<file path="src/rtl/div_pkg.sv">
// Shared definitions for the sequential restoring divider: default widths,
// iteration counter width and FSM state encoding.
package div_pkg;

   localparam int unsigned DEF_DIVIDEND_W = 8;
   localparam int unsigned DEF_DIVISOR_W  = 4;
   localparam int unsigned DEF_CNT_W      = $clog2(DEF_DIVIDEND_W);

   typedef enum logic [1:0] {
      IDLE = 2'd0,
      CALC = 2'd1,
      DONE = 2'd2
   } state_e;

endpackage : div_pkg

</file>
<file path="src/rtl/seq_restoring_divider_if.sv">
// Start/busy/done request and result bundle of the restoring divider.
//   master: drives start, dividend, divisor; observes busy, done and results
//   slave : the divider itself
interface seq_restoring_divider_if
   import div_pkg::*;
#(
   parameter int unsigned DIVIDEND_W = DEF_DIVIDEND_W,
   parameter int unsigned DIVISOR_W  = DEF_DIVISOR_W
);

   logic                  start;
   logic [DIVIDEND_W-1:0] dividend;
   logic [DIVISOR_W-1:0]  divisor;
   logic                  busy;
   logic                  done;
   logic [DIVIDEND_W-1:0] quotient;
   logic [DIVISOR_W-1:0]  remainder;
   logic                  div_by_zero;

   modport master (
      output start, dividend, divisor,
      input  busy, done, quotient, remainder, div_by_zero
   );

   modport slave (
      input  start, dividend, divisor,
      output busy, done, quotient, remainder, div_by_zero
   );

endinterface : seq_restoring_divider_if

</file>
<file path="src/rtl/div_step.sv">
// One restoring-division step (combinational).
//   part_i   : current partial remainder (DIVISOR_W+1 bits)
//   bit_i    : next dividend bit shifted in
//   dvs_i    : divisor
//   part_o_c : next partial remainder
//   qbit_o_c : quotient bit produced by this step
module div_step #(
   parameter int unsigned DIVISOR_W = 4
) (
   input  logic [DIVISOR_W:0]   part_i,
   input  logic                 bit_i,
   input  logic [DIVISOR_W-1:0] dvs_i,
   output logic [DIVISOR_W:0]   part_o_c,
   output logic                 qbit_o_c
);

   logic [DIVISOR_W+1:0] shifted;
   logic [DIVISOR_W+1:0] diff;

   // The partial remainder MSB is always zero after a step, so the one extra
   // bit here only serves as the borrow-out of the trial subtraction.
   always_comb begin
      shifted  = {part_i, bit_i};
      diff     = shifted - {2'b00, dvs_i};
      qbit_o_c = ~diff[DIVISOR_W+1];
      part_o_c = (DIVISOR_W+1)'(qbit_o_c ? diff : shifted);
   end

endmodule : div_step

</file>
<file path="src/rtl/seq_restoring_divider.sv">
// Sequential unsigned restoring divider, one quotient bit per clock.
//   clk, rst_n : clock, asynchronous active-low reset
//   bus        : slave side of seq_restoring_divider_if (start/operands in,
//                busy/done/quotient/remainder/div_by_zero out, all registered)
module seq_restoring_divider
   import div_pkg::*;
#(
   parameter int unsigned DIVIDEND_W = DEF_DIVIDEND_W,
   parameter int unsigned DIVISOR_W  = DEF_DIVISOR_W
) (
   input logic                     clk,
   input logic                     rst_n,
   seq_restoring_divider_if.slave  bus
);

   localparam int unsigned CNT_W = $clog2(DIVIDEND_W);
   localparam logic [CNT_W-1:0] LAST_CNT = CNT_W'(DIVIDEND_W - 1);

   state_e                state_q, state_d;
   logic [CNT_W-1:0]      cnt_q, cnt_d;
   logic [DIVIDEND_W-1:0] dvd_q, dvd_d;
   logic [DIVISOR_W-1:0]  dvs_q, dvs_d;
   logic [DIVISOR_W:0]    part_q, part_d;
   logic [DIVIDEND_W-1:0] quo_q, quo_d;
   logic [DIVISOR_W-1:0]  rem_q, rem_d;
   logic                  dbz_q, dbz_d;
   logic                  busy_q, busy_d;
   logic                  done_q, done_d;

   logic [DIVISOR_W:0]    step_part_c;
   logic                  step_qbit_c;
   logic [DIVIDEND_W-1:0] dvd_shift_c;

   div_step #(
      .DIVISOR_W (DIVISOR_W)
   ) u_step (
      .part_i   (part_q),
      .bit_i    (dvd_q[DIVIDEND_W-1]),
      .dvs_i    (dvs_q),
      .part_o_c (step_part_c),
      .qbit_o_c (step_qbit_c)
   );

   // Dividend bits leave at the MSB while quotient bits enter at the LSB, so
   // the dividend register doubles as the working quotient.
   assign dvd_shift_c = {dvd_q[DIVIDEND_W-2:0], step_qbit_c};

   // State and datapath registers.
   always_ff @(posedge clk or negedge rst_n) begin
      if (!rst_n) begin
         state_q <= IDLE;
         cnt_q   <= '0;
         dvd_q   <= '0;
         dvs_q   <= '0;
         part_q  <= '0;
         quo_q   <= '0;
         rem_q   <= '0;
         dbz_q   <= 1'b0;
         busy_q  <= 1'b0;
         done_q  <= 1'b0;
      end else begin
         state_q <= state_d;
         cnt_q   <= cnt_d;
         dvd_q   <= dvd_d;
         dvs_q   <= dvs_d;
         part_q  <= part_d;
         quo_q   <= quo_d;
         rem_q   <= rem_d;
         dbz_q   <= dbz_d;
         busy_q  <= busy_d;
         done_q  <= done_d;
      end
   end

   // Next-state and datapath update.
   always_comb begin
      state_d = state_q;
      cnt_d   = cnt_q;
      dvd_d   = dvd_q;
      dvs_d   = dvs_q;
      part_d  = part_q;
      quo_d   = quo_q;
      rem_d   = rem_q;
      dbz_d   = dbz_q;

      unique case (state_q)
         IDLE: begin
            if (bus.start) begin
               dvd_d  = bus.dividend;
               dvs_d  = bus.divisor;
               part_d = '0;
               cnt_d  = '0;
               quo_d  = '0;
               rem_d  = '0;
               dbz_d  = 1'b0;
               if (bus.divisor == '0) begin
                  // Division by zero skips the iterations entirely.
                  quo_d   = '1;
                  rem_d   = '1;
                  dbz_d   = 1'b1;
                  state_d = DONE;
               end else begin
                  state_d = CALC;
               end
            end
         end
         CALC: begin
            part_d = step_part_c;
            dvd_d  = dvd_shift_c;
            cnt_d  = cnt_q + CNT_W'(1);
            if (cnt_q == LAST_CNT) begin
               quo_d   = dvd_shift_c;
               rem_d   = step_part_c[DIVISOR_W-1:0];
               cnt_d   = '0;
               state_d = DONE;
            end
         end
         DONE: begin
            state_d = IDLE;
         end
         default: begin
            state_d = IDLE;
         end
      endcase

      // Status flags are registered copies of the upcoming state.
      busy_d = (state_d != IDLE);
      done_d = (state_d == DONE);
   end

   assign bus.busy        = busy_q;
   assign bus.done        = done_q;
   assign bus.quotient    = quo_q;
   assign bus.remainder   = rem_q;
   assign bus.div_by_zero = dbz_q;

endmodule : seq_restoring_divider

</file>
<file path="src/flat_wrapper.sv">
// flat-port wrapper written by rule: the top's interface ports become plain ports
module seq_restoring_divider_flat import div_pkg::*;
#(
   parameter int unsigned DIVIDEND_W = DEF_DIVIDEND_W,
   parameter int unsigned DIVISOR_W  = DEF_DIVISOR_W
)
  (clk, rst_n, bus_start, bus_dividend, bus_divisor, bus_busy, bus_done, bus_quotient, bus_remainder, bus_div_by_zero);
  seq_restoring_divider_if #(.DIVIDEND_W(DIVIDEND_W), .DIVISOR_W(DIVISOR_W)) bus_i ();
  input logic clk;
  input logic rst_n;
  input wire logic [$bits(bus_i.start)-1:0] bus_start;
  input wire logic [$bits(bus_i.dividend)-1:0] bus_dividend;
  input wire logic [$bits(bus_i.divisor)-1:0] bus_divisor;
  output wire logic [$bits(bus_i.busy)-1:0] bus_busy;
  output wire logic [$bits(bus_i.done)-1:0] bus_done;
  output wire logic [$bits(bus_i.quotient)-1:0] bus_quotient;
  output wire logic [$bits(bus_i.remainder)-1:0] bus_remainder;
  output wire logic [$bits(bus_i.div_by_zero)-1:0] bus_div_by_zero;
  assign bus_i.start = bus_start;
  assign bus_i.dividend = bus_dividend;
  assign bus_i.divisor = bus_divisor;
  assign bus_busy = bus_i.busy;
  assign bus_done = bus_i.done;
  assign bus_quotient = bus_i.quotient;
  assign bus_remainder = bus_i.remainder;
  assign bus_div_by_zero = bus_i.div_by_zero;
  seq_restoring_divider #(.DIVIDEND_W(DIVIDEND_W), .DIVISOR_W(DIVISOR_W)) u_core (.clk(clk), .rst_n(rst_n), .bus(bus_i));
endmodule
</file>
<file path="config.mk">
export PLATFORM = sky130hd
export DESIGN_NAME = seq_restoring_divider_flat
export DESIGN_NICKNAME = d
export VERILOG_FILES = /design/src/rtl/div_pkg.sv /design/src/rtl/seq_restoring_divider_if.sv /design/src/rtl/div_step.sv /design/src/rtl/seq_restoring_divider.sv /design/src/flat_wrapper.sv
export SDC_FILE = /design/constraint.sdc
export NUM_CORES = 1
export LEC_CHECK = 0
export ABC_CLOCK_PERIOD_IN_PS = 2200
export BUFFER_PORTS_ARGS = -buffer_cell sky130_fd_sc_hd__buf_4
export CORE_MARGIN = 2
export CORE_UTILIZATION = 28
export DETAILED_ROUTE_END_ITERATION = 8
export HOLD_SLACK_MARGIN = 0.12
export PLACE_DENSITY = 0.44
export SLEW_MARGIN = 10
export SYNTH_ARGS = -nofsm -noshare
export SYNTH_HDL_FRONTEND = slang
export SYNTH_SLANG_ARGS = --single-unit
</file>
<file path="constraint.sdc">
create_clock -name clk -period 2.2 [get_ports clk]
set_input_delay 0 -clock clk [delete_from_list [all_inputs] [get_ports clk]]
set_output_delay 0 -clock clk [all_outputs]
set_load 0.03 [all_outputs]
</file>
# --- Word level (Yosys, flattened, before mapping) ---
# Index checks and enable logic that the tools add are counted.
# W data, S select, Z words.
word_totals:
  word_cells: 46
  output_inout_bits: 15
  inputBits: 15
  register_bits: 37
op_classes:
  bitwise_logic: 1
  n_eq_ne: 5
  muxes: 21
  n_reduce_logical: 7
  addsub: 2
ops:
  columns: ["operator", "n"]
  rows:
  - ["$mux W8", 4]
  - ["$pmux W8 S2", 2]
  - ["$mux W4", 3]
  - ["$mux W5", 2]
  - ["$pmux W5 S2", 1]
  - ["$pmux W4 S2", 1]
  - ["$mux W2", 3]
  - ["$mux W3", 2]
  - ["$pmux W3 S2", 1]
  - ["$sub A6 B4 Y6", 1]
  - ["$logic_not A4 Y1", 1]
  - ["$pmux W2 S2", 1]
  - ["$reduce_and A2 Y1", 2]
  - ["$reduce_bool A2 Y1", 2]
  - ["$add A3 B1 Y3 const B", 1]
  - ["$eq A3 B3 Y1 const B", 1]
  - ["$reduce_and A3 Y1", 1]
  - ["$eq A2 B1 Y1 const B", 1]
  - ["$eq A2 B2 Y1 const B", 1]
  - ["$logic_not A2 Y1", 1]
  - ["$ne A2 B1 Y1 const B", 1]
  - ["$ne A2 B2 Y1 const B", 1]
  - ["$mux W1", 1]
  - ["$not A1 Y1", 1]

# --- Depth between registers and ports, before layout ---
# Gate-level depths: netlist of the first run.
depth:
  word_depth: 5
  mapped_depth: 9
  depth_no_buf: 9

# --- Cells and area by module ---
# Synthesis of the first run repeated with hierarchy kept, for this count alone.
unflattened:
  cells_unflattened: 160
  hier_area_um2: 1923.1
modules_own_cells:
  columns: ["module", "instances", "cells_per_inst", "seq_area_each_um2", "area_each_um2"]
  rows:
  - ["seq_restoring_divider", 1, 123, 925.9, 1579.0]
  - ["div_step", 1, 37, 0.0, 344.1]

# --- Worst setup path after synthesis of the first run ---
# Ideal clock, no wire load.
synth_path:
  path_type: "register to register"
  startpoint: "register u_core.part_q[2]"
  endpoint: "register u_core.dvd_q[0]"
  n_path_buf: 0
  arrival_ps: 1626
  synth_period_minus_slack_ps: 1752
  stages_incl_launch_ff: 6
  required_time_ps: 2074
  setup_time_ps: 126
  slack_ps: 448
  cell_sequence: "dfrtp_1 -> ha_1 -> or3_4 -> o221a_4 -> and2_4 -> a221o_1"
synth_between:
  elab_chain_cells: 3
synth_lines:
  columns: ["item", "line_no", "text"]
  rows:
  - ["from (decl)", "seq_restoring_divider.sv:23", "logic [DIVISOR_W:0] part_q, part_d;"]
  - ["from (signal assigned)", "seq_restoring_divider.sv:66", "part_q <= part_d;"]
  - ["$sub A6 B4 Y6", "div_step.sv:24", "diff = shifted - {2'b00, dvs_i};"]
  - ["$not A1 Y1", "div_step.sv:25", "qbit_o_c = ~diff[DIVISOR_W+1];"]
  - ["$pmux W8 S2", "seq_restoring_divider.sv:86", "unique case (state_q)"]
  - ["to (signal assigned)", "seq_restoring_divider.sv:64", "dvd_q <= dvd_d;"]
  - ["to (decl)", "seq_restoring_divider.sv:21", "logic [DIVIDEND_W-1:0] dvd_q, dvd_d;"]
# No other way between the ends.
# A chain may end at the register's enable or synchronous reset.

# --- Final worst setup path of the first run ---
layout_path:
  startpoint: "register u_core.part_q[2]"
  endpoint: "register u_core.rem_q[2] (netlist: u_core.bus.remainder[2])"
layout_between:
  elab_chain_cells: 4
layout_lines:
  columns: ["item", "line_no", "text"]
  rows:
  - ["$sub A6 B4 Y6", "div_step.sv:24", null]
  - ["$mux W5", "div_step.sv:26", "part_o_c = (DIVISOR_W+1)'(qbit_o_c ? diff : shifted);"]
  - ["$mux W4", "seq_restoring_divider.sv:111", "if (cnt_q == LAST_CNT) begin"]
  - ["$pmux W4 S2", "seq_restoring_divider.sv:86", null]
  - ["to (signal assigned)", "seq_restoring_divider.sv:68", "rem_q <= rem_d;"]
  - ["to (decl)", "seq_restoring_divider.sv:25", "logic [DIVISOR_W-1:0] rem_q, rem_d;"]
# No other way between the ends. The select of a mux whose other input is x is not followed.

==> results of run 1 <==
==> state kept, by name, summed over array words and instances, names as in the netlist <==
| signal | cells |
|---|---|
| u_core.bus.remainder | 4 |
| u_core.part_q | 5 |
| u_core.bus.div_by_zero | 1 |
| u_core.dvs_q | 4 |
| u_core.state_q | 2 |
| u_core.cnt_q | 3 |
| u_core.bus.busy | 1 |
| u_core.dvd_q | 8 |
| u_core.bus.done | 1 |
| u_core.bus.quotient | 8 |
==> final cells by class <==
cell class / count / area (µm²) / area share
flip-flops and latches: 37 / 925.9 / 0.3949
inverters: 6 / 22.52 / 0.009605
multi-input cells: 123 / 785.8 / 0.3351
repair buffers: 49 / 400.4 / 0.1708
well taps: 75 / 93.84 / 0.04002
clock buffers: 7 / 86.33 / 0.03682
clock inverters: 1 / 30.03 / 0.01281
==> path summary, 6_finish.rpt <==
path	startpoint	end	slack (ns)	cells after the start
setup / recovery	u_core.part_q[2]	u_core.bus.remainder[2]	0.24	7
hold / removal	bus_start	u_core.state_q[0]	0.19	4
setup reg to reg	u_core.part_q[2]	u_core.bus.remainder[2]	0.24	7
hold reg to reg	u_core.cnt_q[0]	u_core.cnt_q[0]	0.49	1
max in group asynchronous	rst_n	u_core.part_q[0]	1.64	2
min in group asynchronous	rst_n	u_core.part_q[2]	0.21	2
==> cell usage in the layout (no fill, tap or decap), types with 3 or more instances in the layout <==
cell / netlist / routed
dfrtp_1: 37 / 37
buf_4: 0 / 36
nor2_1: 17 / 17
nand3_1: 3 / 3
o22a_1: 3 / 3
ha_1: 6 / 6
o21ai_0: 15 / 15
inv_1: 6 / 6
mux2i_1: 7 / 7
a21o_1: 3 / 3
nand2_1: 24 / 24
clkbuf_8: 0 / 6
nand2b_1: 3 / 3
dlygate4sd3_1: 0 / 13
a31oi_1: 10 / 10
a21oi_1: 6 / 6
==> critical path: cells and delay by family, from the launching register on <==
family	cells	cell delay, ns
fa+ha+maj	1	0.39
simple gates	1	0.06
flops	1	0.43
compound gates	5	1.04
==> cells in the mapped netlist (all sizes together), types with 2 or more instances <==
cell | count | share of area
mux2 | 2 | 0.013
inv | 6 | 0.013
a21oi | 6 | 0.017
nand2b | 3 | 0.011
a22o | 2 | 0.0099
nand3 | 3 | 0.0085
o22a | 3 | 0.015
nand2 | 24 | 0.051
a31oi | 10 | 0.035
o21ai | 16 | 0.045
ha | 6 | 0.043
nor2b | 2 | 0.0071
nor2 | 17 | 0.036
nor3 | 2 | 0.0057
mux2i | 7 | 0.040
buf | 2 | 0.0057
o22ai | 2 | 0.0071
dfrtp | 37 | 0.53
o21a | 2 | 0.0085
a21o | 3 | 0.013
clkbuf | 5 | 0.011
==> per-layer routing <==
| metal | track usage | up-vias | wire (µm) |
|---|---|---|---|
| met5 | 0 | - | 0 |
| met4 | 0.03577 | 0 | 50 |
| met3 | 0.04175 | 5 | 171 |
| met2 | 0.1921 | 23 | 1749 |
| met1 | 0.1813 | 651 | 2052 |
| li1 | - | 706 | - |
==> power groups by stage <==
stage / logic (mW) / clock network, mW / registers [mW]
finish: 2.20 / 0.617 / 1.22
global route: 2.50 / 0.669 / 1.27
CTS: 2.23 / 0.632 / 1.22
detailed placement: 2.21 / 0 / 1.23
global placement: 2.17 / 0 / 1.22
floorplan: 1.35 / 0 / 1.45
==> through the flow <==
step                worst slack (ns)  std cells  power (mW)
CTS                           0.2512        298       4.084
floorplan                     0.4478        173       2.800
finish                        0.2410        298       4.040
detailed placement            0.2793        277       3.435
global route                 0.06812        298       4.437
global placement              0.3046        277       3.396
==> cells by family after synthesis <==
family | synth area share
compound gates | 0.1838
xor+xnor | 0.009938
fa+ha+maj | 0.05394
buf+inv | 0.02910
flops | 0.5252
mux | 0.05252
simple gates | 0.1455
==> metrics, run 1 <==
Worst-Margin Slew 0.5478 ns; row cnt 28; headroom to the max-slew limit 0.6318; GRT Overall Usage 0.1295; WP data arrival 2.19 ns; DR vias 1385; peak supply drop just over 0.6 mV; internal power approximately 2.3 mW; startpoint types register; CTS tree built; Distinct cells, synth 35; ys async rst share 1.000; Post-CTS Setup Inserts 0; DRC Markers 0; post-synthesis sequential area ratio 0.5252; wirelength, routed 4023 µm; iteration-0 DRC count of the detailed router 90; Clk pin slew, worst setup/hold paths 0.08 ns; Sw Pwr 1.705 mW; number of global-route vias before repair about 1.5k; sequential fraction of design power 0.302; CP endpoint kind register; Worst-Skew Late Latency 0.29 ns; final core occ 0.3914; Core Region 5991 µm²; Root Driver clkbuf_8; P&R area growth vs syn 33.00%; power density over the cells 1723 nW/µm²; Mean Syn Cell Area 10.19 µm²; yosys warns 0; EDFF count, synth 0; synthesized flop and latch total 37; port buffer count 29; share of layout cells above drive strength 1 0.2287; DP Area 2098 µm²; Die H 83.35 µm; die outline area 6947 µm²; Clock Power Share 0.153; initial antenna violation count 0; Crit Path Max Fanout 8; CTS max path bufs 2; largest net degree at the start of global routing 38; drt pass-1 iters 4; Tcrit/Tclk final 0.8905; Tmin final 1.959 ns; Placer Congestion 0.7608; endpoints failing hold 0; max cap viols 0; critical path required time 2.43 ns; CP cell instances ha_1 > o21ai_1 > a21oi_1 > o221a_4 > nor2_1 > a211oi_2 > o22a_1; max-slew violations 0; outcome completed; Starting Density 0.2943; CP max stage cell dfrtp_1; number of nets with antenna violations after routing 0; die width 83.35 µm; DP Wirelength approximately 2900 µm; Vias per Instance 4.648; static leakage 1.063 nW; worst hold path type input pin to register; Post-Syn Area 1763 µm²; combinational share of power 0.545; CTS Sinks 37; Ports 30; ys flop type dfrtp_1; crit path kind register to register; Final Setup Violations 0; routed length per instance roughly 14 µm; RSZ-0062 raised after global routing no; Largest stage delay, worst path 0.43 ns; hold_ws 0.1914 ns; switching fraction of total power 0.4220; global route total overflow 0; cts hold-fix bufs 13; filler cell count 611; setup TNS 0 ns; syn nets between 150 and 200; Clock Skew 0.008303 ns; Final Cell Area 2345 µm²; CTS Buf Count 5; nets@finish 244; first-pass GRT wire length between 7000 and 8000 µm; H-tree lvl count 2; # diodes 0; Cells after Synth 173; f_max 510.5 MHz; Resized cells post-CTS 0
(Power assumes the default switching activity.)
==> inputs of run 2 (changes only) <==
- ABC_CLOCK_PERIOD_IN_PS: 2200 -> 2100
- clock period: 2.2 -> 2.1 ns (I/O delays scaled with it)
==> metrics, run 2 (synthesis results as in run 1) <==
crit-path most repeated cell inv_1; Tmin final 1.907 ns (-0.05248 ns); outcome completed; startpoint types register; row cnt 28 (unchanged); # diodes 0 (unchanged); P&R area growth vs syn 33.85%; CTS max path bufs 2 (unchanged); DRC Markers 0 (unchanged); endpoints failing hold 0 (unchanged); worst reg-to-reg setup slack 0.19 ns (-0.05 ns); Seq. cell area 925.9 µm² (unchanged); die outline area 6947 µm² (unchanged); Clk pin slew, worst setup/hold paths 0.08 ns (about the same); filler cell count 593 (-2.9%); GRT Overall Usage 0.1279 (-0.001547); CP max stage cell fa_1; number of nets with antenna violations after routing 0 (unchanged); Tcrit/Tclk final 0.9079 (+0.01741); Core Region 5991 µm² (unchanged); power density over the cells 1806 nW/µm² (+4.8%); DR vias 1408 (+1.7%); Final Setup Violations 0 (unchanged); largest net degree at the start of global routing 38 (unchanged); Worst-Skew Late Latency 0.30 ns (about the same); first-pass GRT wire length 7100 µm (-2.3%); global route total overflow 0 (unchanged); most frequent cells in the layout buf_4, dfrtp_1, nand2_1; Non-Filler Instances 299 (+0.34%); setup TNS 0 ns (unchanged); number of global-route vias before repair 1416 (-4.3%); Root Driver clkbuf_8; DP Area 2106 µm² (+0.36%); Placer Congestion 0.7812 (+2.7%); Die H 83.35 µm (unchanged); static leakage 1.067 nW (+0.39%); Place WS 0.1615 ns (-0.1179 ns); Worst-Margin Slew 0.5698 ns (+0.02195 ns); worst hold path type input pin to async pin; Final Cell Area 2360 µm² (+0.64%); DP Wirelength 2948 µm (+2.4%); routed length per instance 13.68 µm (+1.4%); headroom to the max-slew limit 0.6170 (-0.01475); Largest stage delay, worst path 0.42 ns (about the same); nets@finish 245 (+0.41%); initial antenna violation count 0 (unchanged); H-tree lvl count 2 (unchanged); WP data arrival 2.08 ns (-0.11 ns); f_max 524.5 MHz (+2.8%); Crit Path Max Fanout 2 (-6); max-slew violations 0 (unchanged); port buffer count 29 (unchanged); drt pass-1 iters 4 (unchanged); Vias per Instance 4.709 (+1.3%); CP cell instances inv_1 > ha_1 > inv_1 > fa_1 > a21o_1 > a21oi_1 > nand2_1 > xor2_1 > o22ai_1; Clock Skew 0.01120 ns (+0.002902 ns); peak supply drop 0.6845 mV (+10%); max cap viols 0 (unchanged); worst setup margin 0.1934 ns (-0.04752 ns); multi-input logic area 789.5 µm² (+0.48%); CTS tree built; CP endpoint kind register; wirelength, routed 4091 µm (+1.7%); iteration-0 DRC count of the detailed router 56 (-38%); CTS Buf Count 5 (unchanged); die width 83.35 µm (unchanged); dpl cells 278 (+0.36%); Post-CTS Setup Inserts 0 (unchanged); Starting Density 0.2943 (unchanged); share of layout cells above drive strength 1 0.2411 (+0.01237); Ports 30 (unchanged); RSZ-0062 raised after global routing no; CTS Sinks 37 (unchanged); critical path required time 2.27 ns (-0.16 ns); crit path kind register to register
run 2: cell types whose count changed in the layout (fill, tap and decap cells not counted):
cell        change
a21oi_1         -1
buf_4           +1
clkinvlp_4      +1
clkbuf_1        -1
a21oi_2         +1
run 2: path summary, 6_finish.rpt:
path                                  from           endpoint  depth (start not counted)
setup / recovery           u_core.dvd_q[7]   u_core.part_q[4]                          9
hold / removal                       rst_n    u_core.cnt_q[1]                          2
setup reg to reg           u_core.dvd_q[7]   u_core.part_q[4]                          9
min in group clk                 bus_start  u_core.state_q[0]                          4
hold reg to reg            u_core.cnt_q[0]    u_core.cnt_q[0]                          1
max in group asynchronous            rst_n   u_core.part_q[1]                          2
run 2: cell type report:
| class | instances | area share |
|---|---|---|
| Sequential cell | 37 | 0.3924 |
| Multi-Input combinational cell | 123 | 0.3346 |
| Timing Repair Buffer | 50 | 0.1729 |
| Tap cell | 75 | 0.03977 |
| Clock buffer | 6 | 0.03499 |
| Clock inverter | 2 | 0.01591 |
| Inverter | 6 | 0.009544 |
run 2: through the flow:
stage | utilization | total power, mW | hold WS [ns]
5_1_grt | 0.3939 | 4.651 | 0.1905
4_1_cts | 0.3933 | 4.301 | 0.1806
2_1_floorplan | - | 2.933 | -0.2956
6_report | 0.3939 | 4.263 | 0.1936
3_5_place_dp | 0.3515 | 3.607 | 0.0006629
3_3_place_gp | 0.3515 | 3.572 | -0.002503
run 2: report_power, final:
part           total (mW)  switching [mW]  internal [mW]
logic                2.33            1.33           1.00
clock network       0.658           0.271          0.386
registers            1.28           0.210           1.07
total                4.26            1.81           2.46
run 2: per-layer routing:
layer | GRT usage | up-vias | part of all wire
li1 | - | 713 | -
met1 | 0.1753 | 665 | 0.49
met2 | 0.1935 | 25 | 0.45
met3 | 0.04175 | 5 | 0.040
met4 | 0.03577 | 0 | 0.013
met5 | 0 | - | 0
run 2: what timing repair did:
item / 4_1_cts / 5_1_grt
hold buffers: 13 / 0
setup endpoints to repair: 0 / 1
hold endpoints to repair: 52 / 0
resized for setup: 0 / 1
run 2: critical path, delay by kind of cell, from the launching register on:
family          cells  cell delay [ns]
buf+inv             2             0.16
fa+ha+maj           2             0.59
simple gates        1             0.07
flops               1             0.39
compound gates      3             0.43
xor+xnor            1             0.15
==> inputs of run 3 (changes only) <==
- REMOVE_ABC_BUFFERS: not set -> 1
==> metrics, run 3 (synthesis results as in run 1) <==
Worst R2R End u_core.bus.remainder[2]; CTS Buf Count 5 (unchanged); largest net degree at the start of global routing 38 (unchanged); nets@finish 245 (unchanged); CTS Sinks 37 (unchanged); Tmin final 1.955 ns (+0.04855 ns); peak supply drop 0.5784 mV (-16%); RSZ-0062 raised after global routing no; P&R area growth vs syn 32.22%; Clk pin slew, worst setup/hold paths 0.08 ns (about the same); iteration-0 DRC count of the detailed router 72 (+29%); Vias per Instance 4.903 (+4.1%); routed length per instance 14.43 µm (+5.5%); setup TNS 0 ns (unchanged); Final Setup Violations 0 (unchanged); filler cell count 609 (+2.7%); GRT Overall Usage 0.1282 (+0.0002309); R2R depth 7 (-2); M3 GR Usage 0.03181 (-0.009940); die width 83.35 µm (unchanged); worst setup margin 0.1449 ns (-0.04855 ns); CP endpoint kind register; Core Region 5991 µm² (unchanged); number of global-route vias before repair 1468 (+3.7%); H-tree lvl count 2 (unchanged); most used routing layer met2; DP Wirelength 3127 µm (+6.0%); commonest non-fill, non-tap cell in the layout dfrtp_1; final core occ 0.3891 (-0.004803); Die H 83.35 µm (unchanged); initial antenna violation count 0 (unchanged); most frequent cells in the layout dfrtp_1, buf_4, nand2_1; multi-input logic area 785.8 µm² (-0.48%); Worst-Skew Late Latency 0.29 ns (about the same); Post-CTS Setup Inserts 0 (unchanged); port buffer count 29 (unchanged); Critical path origin u_core.part_q[2]; Clock Skew 0.01058 ns (-0.0006232 ns); cts hold-fix bufs 13 (unchanged); outcome completed; wirelength, routed 4316 µm (+5.5%); critical path required time 2.34 ns (+0.07 ns); CTS tree built; Root Driver clkbuf_8; Starting Density 0.2943 (unchanged); first-pass GRT wire length 7079 µm (-0.30%); met1 Use GR 0.1534 (-0.02188); WP data arrival 2.19 ns (+0.11 ns); startpoint types register; Worst-Margin Slew 0.6027 ns (+0.03299 ns); drt pass-1 iters 7 (+3); number of nets with antenna violations after routing 0 (unchanged); hold_ws 0.2002 ns (+0.006544 ns); worst r2r src u_core.part_q[2]; share of layout cells above drive strength 1 0.2321 (-0.008929); headroom to the max-slew limit 0.5948 (-0.02218); DR vias 1466 (+4.1%); Seq. cell area 925.9 µm² (unchanged); CTS max path bufs 2 (unchanged); f_max 511.5 MHz (-2.5%); Tcrit/Tclk final 0.9310 (+0.02312); global route total overflow 0 (unchanged); Placer Congestion 0.8563 (+9.6%); crit path kind register to register; DRC Markers 0 (unchanged); max-slew violations 0 (unchanged); endpoints failing hold 0 (unchanged); worst hold path type input pin to async pin; # diodes 0 (unchanged); worst reg-to-reg setup slack 0.14 ns (-0.05 ns); Ports 30 (unchanged); power density over the cells 1776 nW/µm² (-1.7%); row cnt 28 (unchanged); met2 global-route usage 0.2229 (+0.02933); static leakage 1.058 nW (-0.90%); Place WS 0.1675 ns (+0.006043 ns); Crit Path Max Fanout 8 (+6); die outline area 6947 µm² (unchanged); max cap viols 0 (unchanged); Resized cells post-CTS 0 (unchanged); Setup crit end u_core.bus.remainder[2]
run 3: changes by cell type in the layout (fill, tap and decap cells not counted), sizes merged:
cell,previous run,this run
clkinv,0,2
bufinv,1,0
clkinvlp,1,0
run 3: worst min-delay path by stage:
stage,depth (start not counted),from,slack (ns),end
after detailed placement,1,rst_n,-0.0008,u_core.bus.quotient[6]
after CTS,4,bus_start,0.19,u_core.state_q[0]
final,2,rst_n,0.20,u_core.part_q[4]
after global routing,4,bus_start,0.23,u_core.state_q[0]
after global placement,1,rst_n,-0.01,u_core.bus.quotient[6]
after floorplan,0,rst_n,-0.30,u_core.bus.busy
run 3: worst max-delay path, stage by stage (launching register included):
cell and delay (ns):
dfrtp_1 0.42, ha_1 0.37, o21ai_1 0.09, a21oi_1 0.27, o221a_4 0.30, nor2_1 0.06
a211oi_2 0.23, o22a_1 0.15
run 3: final cells by class:
class / count / area share
Clock inverter: 2 / 0.004294
Tap cell: 75 / 0.04026
Clock buffer: 6 / 0.03113
Sequential cell: 37 / 0.3972
Timing Repair Buffer: 50 / 0.1804
Multi-Input combinational cell: 123 / 0.3371
Inverter: 6 / 0.009662
run 3: power by group:
| group | switching (mW) | leakage [nW] | internal, mW |
|---|---|---|---|
| logic | 1.35 | 0.567 | 1.02 |
| registers | 0.223 | 0.446 | 1.07 |
| clock network | 0.252 | 0.0450 | 0.230 |
| total | 1.82 | 1.06 | 2.32 |
run 3: layer usage:
metal,wire length (µm),share of wire
met1,1920,0.44
met2,2136,0.49
met3,182,0.042
met4,76,0.018
met5,0,0
run 3: through the flow:
step | instance area, µm² | power [mW] | instances
floorplan | 1734 | 2.901 | 166
global placement | 2118 | 3.604 | 278
detailed placement | 2118 | 3.659 | 278
CTS | 2331 | 4.186 | 299
global route | 2331 | 4.484 | 299
finish | 2331 | 4.141 | 299
